<file path="src/rtl/rom_pkg.sv">
`default_nettype none
// ============================================================================
// Module   : rom_pkg
// Purpose  : Shared ROM geometry and reader state encoding.
// Revision : 1.0
// ============================================================================
package rom_pkg;

    localparam int ROM_AW = 4;
    localparam int ROM_DW = 16;

    typedef enum logic [1:0] {
        IDLE  = 2'd0,
        RUN   = 2'd1,
        DRAIN = 2'd2
    } rd_state_t;

endpackage : rom_pkg
`default_nettype wire

</file>
<file path="src/rtl/rom_stream_reader_if.sv">
`default_nettype none
// ============================================================================
// Module   : rom_stream_reader_if
// Purpose  : Request, ROM-side and stream-side signals of the ROM reader.
// Revision : 1.0
// ============================================================================
interface rom_stream_reader_if #(
    parameter int AW = rom_pkg::ROM_AW,
    parameter int DW = rom_pkg::ROM_DW
);
    logic          start;
    logic [AW-1:0] start_addr;
    logic [AW:0]   count;
    logic [AW-1:0] rom_adr;
    logic [DW-1:0] rom_d;
    logic [DW-1:0] out_data;
    logic          out_valid;
    logic          out_ready;
    logic          busy;
    logic          done;

    modport master (
        input  start, start_addr, count, rom_d, out_ready,
        output rom_adr, out_data, out_valid, busy, done
    );

    modport slave (
        output start, start_addr, count, rom_d, out_ready,
        input  rom_adr, out_data, out_valid, busy, done
    );
endinterface : rom_stream_reader_if
`default_nettype wire

</file>
<file path="src/rtl/rom_skid_fifo.sv">
`default_nettype none
// ============================================================================
// Module   : rom_skid_fifo
// Purpose  : Two-entry skid buffer holding ROM words awaiting the consumer.
// Revision : 1.0
// ============================================================================
module rom_skid_fifo #(
    parameter int DW = 16
) (
    input  wire logic          clk,
    input  wire logic          rst,
    input  wire logic          i_push,
    input  wire logic [DW-1:0] i_push_data,
    input  wire logic          i_pop,
    output logic      [DW-1:0] o_head,
    output logic               o_valid,
    output logic      [1:0]    o_occupancy
);
    logic [DW-1:0] r_mem [2];
    logic          r_wr_ptr;
    logic          r_rd_ptr;
    logic [1:0]    r_occ;
    logic          w_pop_ok;
    logic          w_push_ok;

    assign w_pop_ok  = i_pop && (r_occ != 2'd0);
    // A push into a full buffer is only legal when the head leaves on the same edge.
    assign w_push_ok = i_push && ((r_occ != 2'd2) || w_pop_ok);

    always_ff @(posedge clk or posedge rst) begin
        if (rst) begin
            r_mem[0] <= '0;
            r_mem[1] <= '0;
            r_wr_ptr <= 1'b0;
            r_rd_ptr <= 1'b0;
            r_occ    <= 2'd0;
        end else begin
            if (w_push_ok) begin
                r_mem[r_wr_ptr] <= i_push_data;
                r_wr_ptr        <= ~r_wr_ptr;
            end
            if (w_pop_ok) begin
                r_rd_ptr <= ~r_rd_ptr;
            end
            case ({w_push_ok, w_pop_ok})
                2'b10:   r_occ <= r_occ + 2'd1;
                2'b01:   r_occ <= r_occ - 2'd1;
                default: r_occ <= r_occ;
            endcase
        end
    end

    assign o_head      = r_mem[r_rd_ptr];
    assign o_valid     = (r_occ != 2'd0);
    assign o_occupancy = r_occ;
endmodule : rom_skid_fifo
`default_nettype wire

</file>
<file path="src/rtl/rom_stream_reader.sv">
`default_nettype none
// ============================================================================
// Module   : rom_stream_reader
// Purpose  : Streams a run of words from a 1-cycle-latency synchronous ROM.
// Revision : 1.0
// ============================================================================
module rom_stream_reader
    import rom_pkg::*;
#(
    parameter int AW = ROM_AW,
    parameter int DW = ROM_DW
) (
    input  wire logic            clk,
    input  wire logic            rst,
    rom_stream_reader_if.master  bus
);
    rd_state_t     r_state;
    logic [AW:0]   r_remaining;
    logic [AW-1:0] r_adr;
    logic          r_inflight;
    logic          r_busy;
    logic          r_done;

    logic [DW-1:0] w_head;
    logic          w_fifo_valid;
    logic [1:0]    w_occ;
    logic          w_pop;
    logic [2:0]    w_slots;
    logic          w_issue;
    logic          w_last_pop;

    assign w_pop = w_fifo_valid && bus.out_ready;

    // Words held plus word in flight, after this edge's pop, must leave room for one more.
    assign w_slots    = {1'b0, w_occ} + {2'b00, r_inflight} - {2'b00, w_pop};
    assign w_issue    = (r_state == RUN) && (r_remaining != '0) && (w_slots < 3'd2);
    assign w_last_pop = (r_state == DRAIN) && !r_inflight && (w_occ == 2'd1) && w_pop;

    always_ff @(posedge clk or posedge rst) begin
        if (rst) begin
            r_state     <= IDLE;
            r_remaining <= '0;
            r_adr       <= '0;
            r_inflight  <= 1'b0;
            r_busy      <= 1'b0;
            r_done      <= 1'b0;
        end else begin
            r_done     <= 1'b0;
            r_inflight <= w_issue;
            if (w_issue) begin
                r_adr       <= r_adr + 1'b1;
                r_remaining <= r_remaining - 1'b1;
            end
            case (r_state)
                IDLE: begin
                    if (bus.start && (bus.count != '0)) begin
                        r_state     <= RUN;
                        r_remaining <= bus.count;
                        r_adr       <= bus.start_addr;
                        r_busy      <= 1'b1;
                    end
                end
                RUN: begin
                    if (w_issue && (r_remaining == {{AW{1'b0}}, 1'b1})) begin
                        r_state <= DRAIN;
                    end
                end
                DRAIN: begin
                    if (w_last_pop) begin
                        r_state <= IDLE;
                        r_busy  <= 1'b0;
                        r_done  <= 1'b1;
                    end
                end
                default: r_state <= IDLE;
            endcase
        end
    end

    rom_skid_fifo #(.DW(DW)) u_fifo (
        .clk         (clk),
        .rst         (rst),
        .i_push      (r_inflight),
        .i_push_data (bus.rom_d),
        .i_pop       (w_pop),
        .o_head      (w_head),
        .o_valid     (w_fifo_valid),
        .o_occupancy (w_occ)
    );

    assign bus.rom_adr   = r_adr;
    assign bus.out_data  = w_head;
    assign bus.out_valid = w_fifo_valid;
    assign bus.busy      = r_busy;
    assign bus.done      = r_done;
endmodule : rom_stream_reader
`default_nettype wire

</file>
<file path="src/flat_wrapper.sv">
// flat-port wrapper written by rule: the top's interface ports become plain ports
module rom_stream_reader_flat import rom_pkg::*;
#(
    parameter int AW = ROM_AW,
    parameter int DW = ROM_DW
)
  (clk, rst, bus_start, bus_start_addr, bus_count, bus_rom_d, bus_out_ready, bus_rom_adr, bus_out_data, bus_out_valid, bus_busy, bus_done);
  rom_stream_reader_if #(.AW(AW), .DW(DW)) bus_i ();
  input  wire logic clk;
  input  wire logic rst;
  input wire logic [$bits(bus_i.start)-1:0] bus_start;
  input wire logic [$bits(bus_i.start_addr)-1:0] bus_start_addr;
  input wire logic [$bits(bus_i.count)-1:0] bus_count;
  input wire logic [$bits(bus_i.rom_d)-1:0] bus_rom_d;
  input wire logic [$bits(bus_i.out_ready)-1:0] bus_out_ready;
  output wire logic [$bits(bus_i.rom_adr)-1:0] bus_rom_adr;
  output wire logic [$bits(bus_i.out_data)-1:0] bus_out_data;
  output wire logic [$bits(bus_i.out_valid)-1:0] bus_out_valid;
  output wire logic [$bits(bus_i.busy)-1:0] bus_busy;
  output wire logic [$bits(bus_i.done)-1:0] bus_done;
  assign bus_i.start = bus_start;
  assign bus_i.start_addr = bus_start_addr;
  assign bus_i.count = bus_count;
  assign bus_i.rom_d = bus_rom_d;
  assign bus_i.out_ready = bus_out_ready;
  assign bus_rom_adr = bus_i.rom_adr;
  assign bus_out_data = bus_i.out_data;
  assign bus_out_valid = bus_i.out_valid;
  assign bus_busy = bus_i.busy;
  assign bus_done = bus_i.done;
  rom_stream_reader #(.AW(AW), .DW(DW)) u_core (.clk(clk), .rst(rst), .bus(bus_i));
endmodule
</file>
<file path="config.mk">
export PLATFORM = sky130hd
export DESIGN_NAME = rom_stream_reader_flat
export DESIGN_NICKNAME = d
export VERILOG_FILES = /design/src/rtl/rom_pkg.sv /design/src/rtl/rom_stream_reader_if.sv /design/src/rtl/rom_skid_fifo.sv /design/src/rtl/rom_stream_reader.sv /design/src/flat_wrapper.sv
export SDC_FILE = /design/constraint.sdc
export NUM_CORES = 1
export LEC_CHECK = 0
export CORE_MARGIN = 10
export CORE_UTILIZATION = 45
export CTS_BUF_LIST = sky130_fd_sc_hd__clkbuf_4
export DETAILED_ROUTE_END_ITERATION = 16
export DONT_BUFFER_PORTS = 1
export GPL_TIMING_DRIVEN = 0
export SYNTH_ARGS = -nofsm -noshare
export SYNTH_HDL_FRONTEND = slang
export SYNTH_HIERARCHICAL = 1
export SYNTH_SLANG_ARGS = --single-unit
export TNS_END_PERCENT = 10
</file>
<file path="constraint.sdc">
create_clock -name clk -period 4.25 [get_ports clk]
set_input_delay 0.425 -clock clk [delete_from_list [all_inputs] [get_ports clk]]
set_output_delay 0.425 -clock clk [all_outputs]
set_load 0.05 [all_outputs]
</file>
# ---- Yosys cells after proc, flatten, opt, wreduce, memory -nomap -nowiden
# Cells that the tools add are included.
# W data, S select, Z words.
dict set report totals {
  ff_bits 50
  mem_bits_rw 0
  romBits 0
  out_inout_bits 23
  mem_count 0
  input_bits 29
  latch_bits 0
}
dict set report op_classes {
  shifts 0
  n_mul 0
  n_bitwise 4
  n_addsub 6
  reduce_logical 21
  n_lt_le_gt_ge 4
  n_eq_ne 10
  div 0
  n_mux 22
}
# operator n
set ops {}
lappend ops {{$mux W16} 4}
lappend ops {{$bwmux W32} 1}
lappend ops {{$demux W16 S1} 1}
lappend ops {{$mux W5} 3}
lappend ops {{$mux W4} 3}
lappend ops {{$logic_and A1 B1 Y1} 11}
lappend ops {{$reduce_bool A5 Y1} 2}
lappend ops {{$eq A2 B1 Y1 const B} 3}
lappend ops {{$mux W2} 3}
lappend ops {{$pmux W2 S3} 1}
lappend ops {{$reduce_and A3 Y1} 2}
lappend ops {{$reduce_bool A2 Y1} 3}
lappend ops {{$eq A5 B1 Y1 const B} 1}
lappend ops {{$sub A5 B1 Y5 const B} 1}
lappend ops {{$add A4 B1 Y4 const B} 1}
lappend ops {{$eq A2 B2 Y1 const B} 2}
lappend ops {{$ge A2 B2 Y1 const B} 2}
lappend ops {{$mux W1} 4}
lappend ops {{$ne A2 B1 Y1 const B} 2}
lappend ops {{$ne A2 B2 Y1 const B} 2}
lappend ops {{$not A1 Y2} 2}
lappend ops {{$pmux W2 S2} 1}
lappend ops {{$add A2 B1 Y3} 1}
lappend ops {{$lt A3 B2 Y1 const B} 1}
lappend ops {{other kinds (9)} 10}

# ---- Longest topological paths before layout
# Gate-level depths: netlist (run 1).
dict set report depth {
  word_depth 8
  ltp_mapped 11
  mapped_depth_nobuf 10
}

# ---- Hierarchy
# Netlist (run 1), hierarchy kept.
# mod area_per_inst_um2 seq_area_each_um2 cells_each n_inst
set by_module_without_submodules {}
lappend by_module_without_submodules {rom_skid_fifo 1654.1 900.9 103 1}
lappend by_module_without_submodules {rom_stream_reader 873.3 350.3 85 1}

# ---- Worst setup path before layout (run 1)
# OpenSTA, ideal clock, no wires.
dict set report synth_path {
  path_type {register to register}
  start {reg u_core.u_fifo.r_occ[0], in the netlist u_core/u_fifo/o_occupancy[0]}
  end {reg u_core.r_adr[3], in the netlist u_core/bus.rom_adr[3]}
  arrival_time_ns 2.924
  setup_time_ns 0.082
  stages_incl_launch_ff 11
  slack_ns 1.244
  cell_sequence {dfrtp_1 > or2_2 > and2_1 > ha_1 > nand2b_1 > fa_1 > and3b_1 > buf_2 > nand3_4 > or3_1 > a31oi_1}
}
dict set report synth_via {
  elab_chain_cells 8
  elab_cells_between_ends 9
  classes_between {add/sub: 2; order compare: 1; mux: 3; reduce/logical: 3}
}
# element line
set synth_rtl {}
lappend synth_rtl {{start, declared} rom_skid_fifo.sv:22} ;# logic [1:0] r_occ;
lappend synth_rtl {{start signal, assigned} rom_skid_fifo.sv:46} ;# 2'b10: r_occ <= r_occ + 2'd1;
lappend synth_rtl {{start signal, assigned} rom_skid_fifo.sv:47} ;# 2'b01: r_occ <= r_occ - 2'd1;
lappend synth_rtl {{start signal, assigned} rom_skid_fifo.sv:48} ;# default: r_occ <= r_occ;
lappend synth_rtl {{$reduce_bool A2 Y1 (*)} rom_skid_fifo.sv:54} ;# assign o_valid = (r_occ != 2'd0);
lappend synth_rtl {{net bus_out_valid} flat_wrapper.sv:18} ;# output wire logic [$bits(bus_i.out_valid)-1:0] bus_out_valid;
lappend synth_rtl {{$logic_and A1 B1 Y1 (*)} rom_stream_reader.sv:32} ;# assign w_pop = w_fifo_valid && bus.out_ready;
lappend synth_rtl {{net u_core.w_pop} rom_stream_reader.sv:27} ;# logic w_pop;
lappend synth_rtl {{$sub A3 B1 Y3 (*)} rom_stream_reader.sv:35} ;# assign w_slots = {1'b0, w_occ} + {2'b00, r_inflight} - {2'b00, w_pop};
lappend synth_rtl {{$lt A3 B2 Y1 (*)} rom_stream_reader.sv:36} ;# assign w_issue = (r_state == RUN) && (r_remaining != '0) && (w_slots < 3'd2);
lappend synth_rtl {{$logic_and A1 B1 Y1 (*)} rom_stream_reader.sv:36}
lappend synth_rtl {{$mux W4 (*)} rom_stream_reader.sv:50} ;# if (w_issue) begin
lappend synth_rtl {{$mux W4} rom_stream_reader.sv:56} ;# if (bus.start && (bus.count != '0)) begin
lappend synth_rtl {{$mux W4 (*)} rom_stream_reader.sv:54} ;# case (r_state)
lappend synth_rtl {{end signal, assigned} rom_stream_reader.sv:51} ;# r_adr <= r_adr + 1'b1;
lappend synth_rtl {{end signal, assigned} rom_stream_reader.sv:59} ;# r_adr <= bus.start_addr;
lappend synth_rtl {{end, declared} rom_stream_reader.sv:19} ;# logic [AW-1:0] r_adr;
# Mark *: on every way through the listed nets, which the timed path passes. The rest lies on a longest branch.
# A chain may end at the register's enable or synchronous reset.

# ---- Final worst setup path (run 1)
dict set report layout_path {
  start {reg u_core.u_fifo.r_occ[1], in the netlist u_core/u_fifo/o_occupancy[1]}
  end {reg u_core.r_adr[3], in the netlist u_core/bus.rom_adr[3]}
}
# Same word-level chain as after synthesis.

==> parameters.txt, run 1 <==
Parameter                              Value

Clock tree
  Total CTS buffers    5
  H-tree levels    2
  Clock latency on the worst-skew pair    350 ps
  Buffer type at the clock tree root    clkbuf_4
  TritonCTS clock tree    yes
  Number of buffers on the longest clock path    2
  Clock-pin slew on the worst setup and hold paths    140 ps
  Number of sinks handled by clock tree synthesis    50

Run status
  Result of the run    completed

Global route
  Global route overflow    0
  First-pass GRT wire length    7948 um
  Via count of the first global-routing pass    1538
  Antenna violations before repair    0
  GRT Total Usage    0.1122
  Largest net degree at the start of global routing    37

Critical path
  Worst reg2reg startpoint    u_core/u_fifo/o_occupancy[1]
  Type of element capturing the critical path    register
  Startpoint types    register
  Largest fanout on the critical path    6
  Cells along the critical path    or2_2, and2_1, ha_1, nand2b_1, fa_1, and3b_1, buf_2, nand3_4, or3_1, a31oi_1
  CP max-delay cell    dfrtp_1
  Flop-to-flop setup slack    1010 ps
  Kind of critical path    reg2reg
  Worst Path Arrival    3520 ps
  Crit path largest cell delay    500 ps
  Data required time of the worst path    4530 ps
  Worst R2R End    u_core/bus.rom_adr[3]
  R2R cell count    10

Placement
  Last weighted congestion value of the routability-driven placer    0.7519
  Number of buffer cells added on primary ports    0
  Sum of net half-perimeters after detailed placement    3765 um
  Post-placement cell area    2618 um2

Final layout
  Antenna diode count    0
  Top library cells by usage in the layout, fill and taps aside    50 x dfrtp_1, 38 x mux2_2, 14 x nor2_1
  Net count of the finished layout    232
  Number of filler cells placed in the layout    514
  Share of post-route cells with drive strength above 1    0.3827
  Area of all placed cells without fillers    2680 um2
  Most common library cell in the layout ignoring fill and taps    dfrtp_1
  Synth-to-Final Area Change    6.040%

STA
  Final setup viols    0
  Fraction of the cycle the final worst path needs    0.7623
  Relative slew slack    0.5233
  Slew at the pin closest to its max-slew limit    714.0 ps
  RSZ-0062 raised after global routing    no
  Minimum period implied by the final worst setup slack    3240 ps
  Highest clock rate    308.7 MHz
  Post-route clock skew    7.733 ps
  Final count of pins violating max slew    0
  Hold violation total from the final report    0
  Sum Neg Setup Slack    0 ps

Route
  Via count of the routed design    1443
  Detail-routed via count per cell    5.384
  Detailed-route wire length    4847 um
  Detailed router's first-iteration violation count    36
  Post-DR wirelength/cell    18.09 um
  Number of design rule violations left after detail routing    0
  Drt pass-1 iters    4
  Antenna violation net count after detailed routing    0

Floorplanning
  Area enclosed by the die boundary    9015 um2
  Starting utilization of the core area    0.4618
  Io pins    52
  Number of rows in the core area    27
  Chip Width    94.95 um
  Die height    94.95 um
  Core Box Area    5473 um2

Worst hold path
  Path type of the worst min-delay path    in2async

Logic synthesis
  Sequential-to-total area share from yosys stat    0.4950
  Number of nets produced by synthesis    224
  Post-Syn Area    2527 um2
  Count of yosys warnings during synthesis    6
  Share of flip-flops with an asynchronous set or reset    1.000
  Dominant synthesized flop cell    dfrtp_1
  Synth cell types    44
  Number of enable-type register cells in the synthesized netlist    0
  Synth Register Bits    50
  Syn avg cell area    13.44 um2
  Synth Instances    188

Flow run
  Number of maximum-capacitance violations    0
[registers in the layout, summed over array words and instances (netlist names)]
signal	flops
u_core/u_fifo/r_rd_ptr	1
u_core/bus.done	1
u_core/u_fifo/r_wr_ptr	1
u_core/bus.busy	1
u_core/u_fifo/r_mem	32
u_core/r_state	2
u_core/bus.rom_adr	4
u_core/r_inflight	1
u_core/u_fifo/o_occupancy	2
u_core/r_remaining	5
[worst max path at each step]
stage                                       startpoint  slack, ps                    end  cells after the start
after floorplan           u_core/u_fifo/o_occupancy[0]       1240  u_core/bus.rom_adr[3]                     10
after global placement    u_core/u_fifo/o_occupancy[1]       1080  u_core/bus.rom_adr[3]                     10
after detailed placement  u_core/u_fifo/o_occupancy[0]       1020  u_core/bus.rom_adr[3]                     10
after CTS                 u_core/u_fifo/o_occupancy[0]        970  u_core/bus.rom_adr[3]                     10
after global routing      u_core/u_fifo/o_occupancy[0]        820  u_core/bus.rom_adr[3]                     10
final                     u_core/u_fifo/o_occupancy[1]       1010  u_core/bus.rom_adr[3]                     10
[repair_timing]
item                      CTS  global route
hold endpoints to repair   14             0
hold buffers                1             0
buffers inserted            0             0
gates resized for setup     0             0
[layer usage]
metal	GRT usage	part of all wire	vias to the layer above
li1	-	-	682
met1	0.1263	0.39	712
met2	0.1934	0.52	44
met3	0.04441	0.080	5
met4	0.02993	0.0076	0
met5	0	0	-
[cells by family (layout without fill, tap and decap cells)]
group / Yosys count / in the layout / share of synthesized area
mux: 50 / 50 / 0.2366
flops: 50 / 50 / 0.4950
simple gates: 41 / 41 / 0.1094
compound gates: 18 / 18 / 0.05347
buf+inv: 13 / 21 / 0.03366
xor+xnor: 9 / 9 / 0.03416
fa+ha+maj: 7 / 7 / 0.03762
[final cells by class]
class | count | area [um2] | share of cell area
sequential | 50 | 1251 | 0.4669
tap | 72 | 90.09 | 0.03361
clock inverter | 2 | 15.01 | 0.005602
clock buffer | 5 | 37.54 | 0.01401
buffer | 6 | 56.30 | 0.02101
multi-input combinational | 125 | 1191 | 0.4444
inverter | 7 | 28.78 | 0.01074
timing repair buffer | 1 | 10.01 | 0.003735
[synth_stat cells, types with 2 or more instances]
cell / instances / area [um2]
mux2_2: 38 / 427.9
a31oi_1: 3 / 18.77
buf_2: 2 / 10.01
o21ai_0: 3 / 15.01
nand2_1: 4 / 15.01
buf_6: 2 / 22.52
xor2_1: 3 / 26.28
dfrtp_1: 50 / 1251
nor3b_4: 2 / 37.54
mux2_4: 10 / 150.1
a21oi_1: 4 / 20.02
nand3_1: 3 / 15.01
nor2_1: 14 / 52.55
inv_1: 6 / 22.52
nand2b_1: 2 / 12.51
and2_1: 2 / 12.51
xnor2_1: 5 / 43.79
mux2i_1: 2 / 20.02
ha_1: 6 / 75.07
nand4_1: 3 / 18.77
[metrics by stage]
| step | instances | setup WS, ps | hold slack (ps) | utilization |
|---|---|---|---|---|
| 2_1_floorplan | 188 | 1244 | 314.2 | - |
| 3_3_place_gp | 260 | 1076 | 391.9 | 0.4783 |
| 3_5_place_dp | 260 | 1017 | 397.1 | 0.4783 |
| 4_1_cts | 268 | 966.8 | 184.0 | 0.4897 |
| 5_1_grt | 268 | 816.0 | 83.24 | 0.4897 |
| 6_report | 268 | 1010 | 45.65 | 0.4897 |
[worst max-delay path, delay by kind of cell, from the launching register on]
family	cells	cell delay [ps]
AOI/OAI and AO/OA	1	160
buffers and inverters	1	170
and+or+nand+nor	6	1550
adders and majority gates	2	780
DFF	1	500
Power of run 1 is not shown: default switching activity piles up to over one toggle a cycle in this logic, so the estimate is an artifact.
==> inputs of run 2 (changes only) <==
Settings changed: ABC_AREA from default to 1.
Clock period 4.25 ns to 2.7 ns, I/O delays scaled along.
==> run 2 against run 1 <==
Against the previous run: maximum frequency up 25%; critical path type unchanged; critical endpoint is now u_core/r_remaining[1]; clock skew up 10 ps; via count up 65%; flip-flop and latch count unchanged; design area up 20%; routed wire length up 48%; first-iteration DRC count rose to 4.1 times the previous value; register-to-register slack worse by 890 ps.
==> parameters.txt, run 2 <==
Parameter                              Value

Critical path
  Type of element capturing the critical path    register
  Cells along the critical path    inv_4, nand2_8, nand2_4, inv_2, ha_4, or2_4, fa_1, nand3_2, nor2_8, buf_6, nand3_1, nand3_1, nand2_1
  Startpoint types    register
  Worst Path Arrival    2860 ps
  Largest fanout on the critical path    5
  Data required time of the worst path    2980 ps
  CP max-delay cell    fa_1
  Critical path's most frequent cell    nand3_1
  R2R cell count    13
  Kind of critical path    reg2reg
  Crit path largest cell delay    540 ps

Logic synthesis
  Synth Register Bits    50
  Sequential-to-total area share from yosys stat    0.4539
  Synth Instances    352
  Synth cell types    26
  Top cell type's share of synthesized area    0.4539
  Number of nets produced by synthesis    388
  Syn avg cell area    7.831 um2
  Number of enable-type register cells in the synthesized netlist    0
  Leading area contributor after synthesis    dfrtp_1
  Count leader, synth    nand2_1
  Dominant synthesized flop cell    dfrtp_1
  Post-Syn Area    2756 um2
  Count of yosys warnings during synthesis    6
  Largest cells by area after synthesis    dfrtp_1 45%, nand2_1 24%, nand4_1 7.7%
  Post-synth top cells    174 x nand2_1, 50 x dfrtp_1, 34 x nand4_1, 19 x inv_1, 17 x nand3_1
  Share of flip-flops with an asynchronous set or reset    1.000

Clock tree
  Buffer type at the clock tree root    clkbuf_4
  TritonCTS clock tree    yes
  Number of sinks handled by clock tree synthesis    50
  Clock-pin slew on the worst setup and hold paths    150 ps
  Number of buffers on the longest clock path    2
  Clock latency on the worst-skew pair    380 ps
  H-tree levels    2
  Total CTS buffers    5

Final layout
  Antenna diode count    0
  Biggest register    u_core/u_fifo/r_mem
  Share of post-route cells with drive strength above 1    0.1455
  Synth-to-Final Area Change    16.80%
  Final core occ    0.5437
  Most common library cell in the layout ignoring fill and taps    nand2_1
  Number of filler cells placed in the layout    584
  Area of the multi-input gates    1370 um2
  Flip-flop count of the largest register, all copies and words added    32
  Top library cells by usage in the layout, fill and taps aside    172 x nand2_1, 48 x dfrtp_1, 34 x nand4_1
  Flip-flop and latch area    1254 um2
  Area of all placed cells without fillers    3219 um2
  Net count of the finished layout    420

Route
  DR top layer    met4
  Total length of routed met3 wires    541 um
  Detailed router's first-iteration violation count    147
  Detail-routed via count per cell    5.163
  Drt pass-1 iters    4
  Detailed-route wire length    7155 um
  Number of design rule violations left after detail routing    0
  Met1 routed wirelength after detailed routing    3092 um
  Post-DR wirelength/cell    15.55 um
  Met2 Routed Length    3472 um
  Antenna violation net count after detailed routing    0
  Via count of the routed design    2375

Worst hold path
  Path type of the worst min-delay path    in2reg
  Number of cells on the worst hold path    2

Placement
  Number of buffer cells added on primary ports    0
  Post-placement cell area    2858 um2
  Sum of net half-perimeters after detailed placement    4784 um
  Last weighted congestion value of the routability-driven placer    0.7824

Global route
  Via count of the first global-routing pass    2224
  Antenna violations before repair    0
  Global route overflow    0
  Largest net degree at the start of global routing    37
  GRT Total Usage    0.1422
  First-pass GRT wire length    11440 um

Flow run
  Number of maximum-capacitance violations    0

STA
  Highest clock rate    387.2 MHz
  Fraction of the cycle the final worst path needs    0.9564
  Hold violation total from the final report    0
  Minimum period implied by the final worst setup slack    2582 ps
  Post-route clock skew    18.11 ps
  Final setup viols    0
  RSZ-0062 raised after global routing    no
  Slew at the pin closest to its max-slew limit    787.3 ps
  Relative slew slack    0.4743
  Final count of pins violating max slew    0

Pwr
  Pwr dens    1428 nW/um2
  Peak supply drop    0.6977 mV
  Static Leak    0.001724 uW

Floorplanning
  Core Box Area    5921 um2
  Area enclosed by the die boundary    9656 um2
  Number of rows in the core area    28
  Die height    98.27 um
  Io pins    52
  Starting utilization of the core area    0.4656
  Chip Width    98.27 um

Run status
  Result of the run    completed
-- run 2: cell count changes after synthesis, sizes merged, moves of 5 or more --
cell / change
nand2: +172
nand4: +31
buf: +11
nand3: +18
inv: +15
a21oi: -5
mux2: -48
nand3b: +5
nor2: -7
xnor2: -5
-- run 2: worst paths after layout --
check,from,endpoint,slack (ps)
min in group asynchronous,rst,u_core/r_remaining[1],430
hold / removal,bus_count[4],u_core/r_remaining[4],20
setup reg to reg,u_core/u_fifo/o_occupancy[0],u_core/r_remaining[1],120
hold reg to reg,u_core/u_fifo/r_mem[12],u_core/u_fifo/r_mem[12],490
max in group asynchronous,rst,u_core/u_fifo/o_occupancy[0],1630
setup / recovery,u_core/u_fifo/o_occupancy[0],u_core/r_remaining[1],120
-- run 2: worst max-delay path, delay by kind of cell (launching register included) --
family / cells / cell delay, ps
adder cells (fa/ha/maj): 2 / 760
AND/OR/NAND/NOR: 8 / 970
buffers and inverters: 3 / 300
flip-flops: 1 / 450
-- run 2: cell type report --
type | instances | share of cell area
clock inverter | 3 | 0.007773
tap | 75 | 0.02915
inverter | 24 | 0.02993
buffer | 16 | 0.03342
clock buffer | 5 | 0.01166
sequential | 50 | 0.3894
timing repair buffer | 24 | 0.07307
multi-input combinational | 263 | 0.4256
-- run 2: per-stage QoR --
stage / TNS (ps) / total power [uW] / setup WS (ps) / hold WS (ps) / cells
after floorplan: 0 / 3553 / 15.84 / 159.2 / 352
after global placement: -2198 / 3961 / -246.4 / 234.1 / 427
after detailed placement: -2441 / 4006 / -259.8 / 238.3 / 427
after CTS: 0 / 4467 / 33.89 / 3.809 / 454
after global routing: 0 / 4983 / 11.75 / 4.484 / 460
final: 0 / 4596 / 117.7 / 19.84 / 460
-- run 2: cell families after synthesis --
group           after synthesis  share of synthesized area
compound gates                1                   0.001814
flops                        50                     0.4539
xor+xnor                      4                    0.01271
fa+ha+maj                     7                    0.03450
simple gates                250                     0.4249
buf+inv                      40                    0.07217
-- run 2: where the power goes --
part	internal (uW)	leakage [uW]	switching (uW)	total, uW
clock network	107	0.0000318	263	369
registers	1090	0.000620	365	1460
logic	813	0.00107	1960	2770
-- run 2: repair_timing --
item | in CTS | in global routing
buffers inserted | 4 | 1
pin swaps | 1 | 8
endpoints found under the setup margin | 12 | 11
gates cloned | 0 | 1
hold buffers | 15 | 4
resized for setup | 3 | 12
endpoints found under the hold margin | 71 | 4
-- run 2: metal layers --
layer	GRT usage	vias up
met5	0	-
met4	0.03749	0
met3	0.04017	4
met2	0.2284	67
met1	0.1830	1106
li1	-	1198
Power figures use the tool's default switching activity.
==> inputs of run 3 (changes only) <==
Settings changed: ABC_AREA 1 to default.
==> run 3 against run 2 <==
Against the previous run: the flow now finishes with violations (negative setup slack); sequential share of layout area increased by 5.0 points; routed wire length decreased by 29%; flip-flop and latch count unchanged; register-to-register slack got worse by 130 ps; via count decreased by 36%; critical path type unchanged.
==> parameters.txt, run 3 (synthesis gave the netlist of run 1 again) <==
Parameter                              Value

Run status
  Result of the run    complete, but fails checks
  Violated checks    negative setup slack

STA
  Hold violation total from the final report    0
  Minimum period implied by the final worst setup slack    2713 ps
  Fraction of the cycle the final worst path needs    1.005
  Worst hold slack after final layout    41.87 ps
  Setup slack of the critical path after layout    -13.43 ps
  Final setup viols    1
  Highest clock rate    368.5 MHz
  Final count of pins violating max slew    0
  Slew at the pin closest to its max-slew limit    721.5 ps
  Relative slew slack    0.5183
  Post-route clock skew    13.91 ps
  RSZ-0062 raised after global routing    yes

Floorplanning
  Chip Width    94.95 um
  Area enclosed by the die boundary    9015 um2
  Starting utilization of the core area    0.4618
  Core Box Area    5473 um2
  Die height    94.95 um
  Number of rows in the core area    27
  Io pins    52

Critical path
  Cell class contributing the biggest share of worst-path delay    simple AND/OR/NAND/NOR gates
  Flop-to-flop setup slack    -10 ps
  Worst Path Arrival    3000 ps
  Worst reg2reg startpoint    u_core/u_fifo/o_occupancy[1]
  CP max-delay cell    fa_1
  Critical Path End    u_core/bus.rom_adr[3]
  Cell count along the critical path    10
  Worst R2R End    u_core/bus.rom_adr[3]
  Data required time of the worst path    2980 ps
  Largest fanout on the critical path    4
  Startpoint types    register
  Type of element capturing the critical path    register
  Cells along the critical path    or2_4, and2_4, ha_4, nand2b_4, fa_1, and3b_1, buf_6, nand3_4, or3_1, a31oi_1
  Kind of critical path    reg2reg
  Crit path largest cell delay    510 ps
  Worst path buffer plus inverter count    1
  R2R cell count    10
  Worst setup startpoint    u_core/u_fifo/o_occupancy[1]

Clock tree
  H-tree levels    2
  Total CTS buffers    5
  Buffer type at the clock tree root    clkbuf_4
  Number of sinks handled by clock tree synthesis    50
  Clock-pin slew on the worst setup and hold paths    150 ps
  Number of buffers on the longest clock path    2
  Clock latency on the worst-skew pair    360 ps
  TritonCTS clock tree    yes

Final layout
  Antenna diode count    0
  Net count of the finished layout    242
  Final core occ    0.5217
  Flip-flop and latch area    1254 um2
  Top library cells by usage in the layout, fill and taps aside    48 x dfrtp_1, 38 x mux2_2, 14 x nor2_1
  Synth-to-Final Area Change    12.97%
  Area of the multi-input gates    1249 um2
  Share of post-route cells with drive strength above 1    0.4444
  Flip-flop count of the largest register, all copies and words added    32
  Most common library cell in the layout ignoring fill and taps    dfrtp_1
  Biggest register    u_core/u_fifo/r_mem
  Number of filler cells placed in the layout    481

Route
  Total length of routed met3 wires    469 um
  Detail-routed via count per cell    5.448
  Met2 Routed Length    2465 um
  Detailed-route wire length    5084 um
  Via count of the routed design    1520
  DR top layer    met4
  Met1 routed wirelength after detailed routing    2072 um
  Post-DR wirelength/cell    18.22 um
  Antenna violation net count after detailed routing    0
  Drt pass-1 iters    4
  Number of design rule violations left after detail routing    0
  Detailed router's first-iteration violation count    36

Global route
  GRT Total Usage    0.1130
  Antenna violations before repair    0
  Largest net degree at the start of global routing    37
  First-pass GRT wire length    8038 um
  Via count of the first global-routing pass    1591
  Global route overflow    0

Flow run
  Number of maximum-capacitance violations    0

Placement
  Last weighted congestion value of the routability-driven placer    0.7692
  Number of buffer cells added on primary ports    0
  Sum of net half-perimeters after detailed placement    3701 um

Worst hold path
  Path type of the worst min-delay path    in2reg
[run 3: cell count changes in the layout (fill, tap and decap cells not counted), sizes merged, moves of 5 or more]
cell         before  now
nand4            34    3
mux2              0   48
a21oi             0    5
nand2           177    4
nand3b            5    0
xnor2             1    6
buf              21   14
nor2              8   15
inv              23    7
dlygate4sd3      19    2
nand3            22    4
[run 3: per-stage QoR]
step / std cells / worst slack, ps / cell area, um2 / setup TNS [ps]
finish: 279 / -13.43 / 2855 / -13.43
floorplan: 188 / -6.930 / 2540 / -6.930
CTS: 276 / -100.7 / 2820 / -184.9
detailed placement: 260 / -239.4 / 2630 / -1532
global placement: 260 / -155.9 / 2630 / -635.4
global route: 279 / -78.79 / 2855 / -363.9
[run 3: how the worst min path moves through the flow]
stage | from | end | slack, ps | depth (start not counted)
finish | bus_rom_d[4] | u_core/u_fifo/r_mem[4] | 40 | 1
floorplan | rst | u_core/bus.busy | 160 | 1
CTS | bus_rom_d[4] | u_core/u_fifo/r_mem[4] | 20 | 1
global placement | rst | u_core/bus.rom_adr[2] | 220 | 1
detailed placement | rst | u_core/bus.rom_adr[0] | 240 | 1
global route | bus_rom_d[2] | u_core/u_fifo/r_mem[18] | 2 | 1
[run 3: cell type report]
type	count	area share
multi-input combinational	125	0.4373
clock inverter	2	0.01358
timing repair buffer	11	0.03067
tap	72	0.03155
clock buffer	6	0.01578
inverter	7	0.01008
sequential	50	0.4391
buffer	6	0.02191
[run 3: what timing repair did]
action / in CTS / in global routing
pin swaps: 5 / 12
setup buffers: 7 / 2
setup endpoints to repair: 11 / 9
cloned: 0 / 0
hold buffers: 1 / 1
resized for setup: 6 / 3
hold endpoints to repair: 14 / 36
[run 3: per-layer routing]
layer | up-vias | GRT usage
met4 | 0 | 0.03367
met5 | - | 0
met2 | 47 | 0.1814
met3 | 7 | 0.05393
met1 | 758 | 0.1315
li1 | 708 | -
Power of run 3 is left out for the same reason.
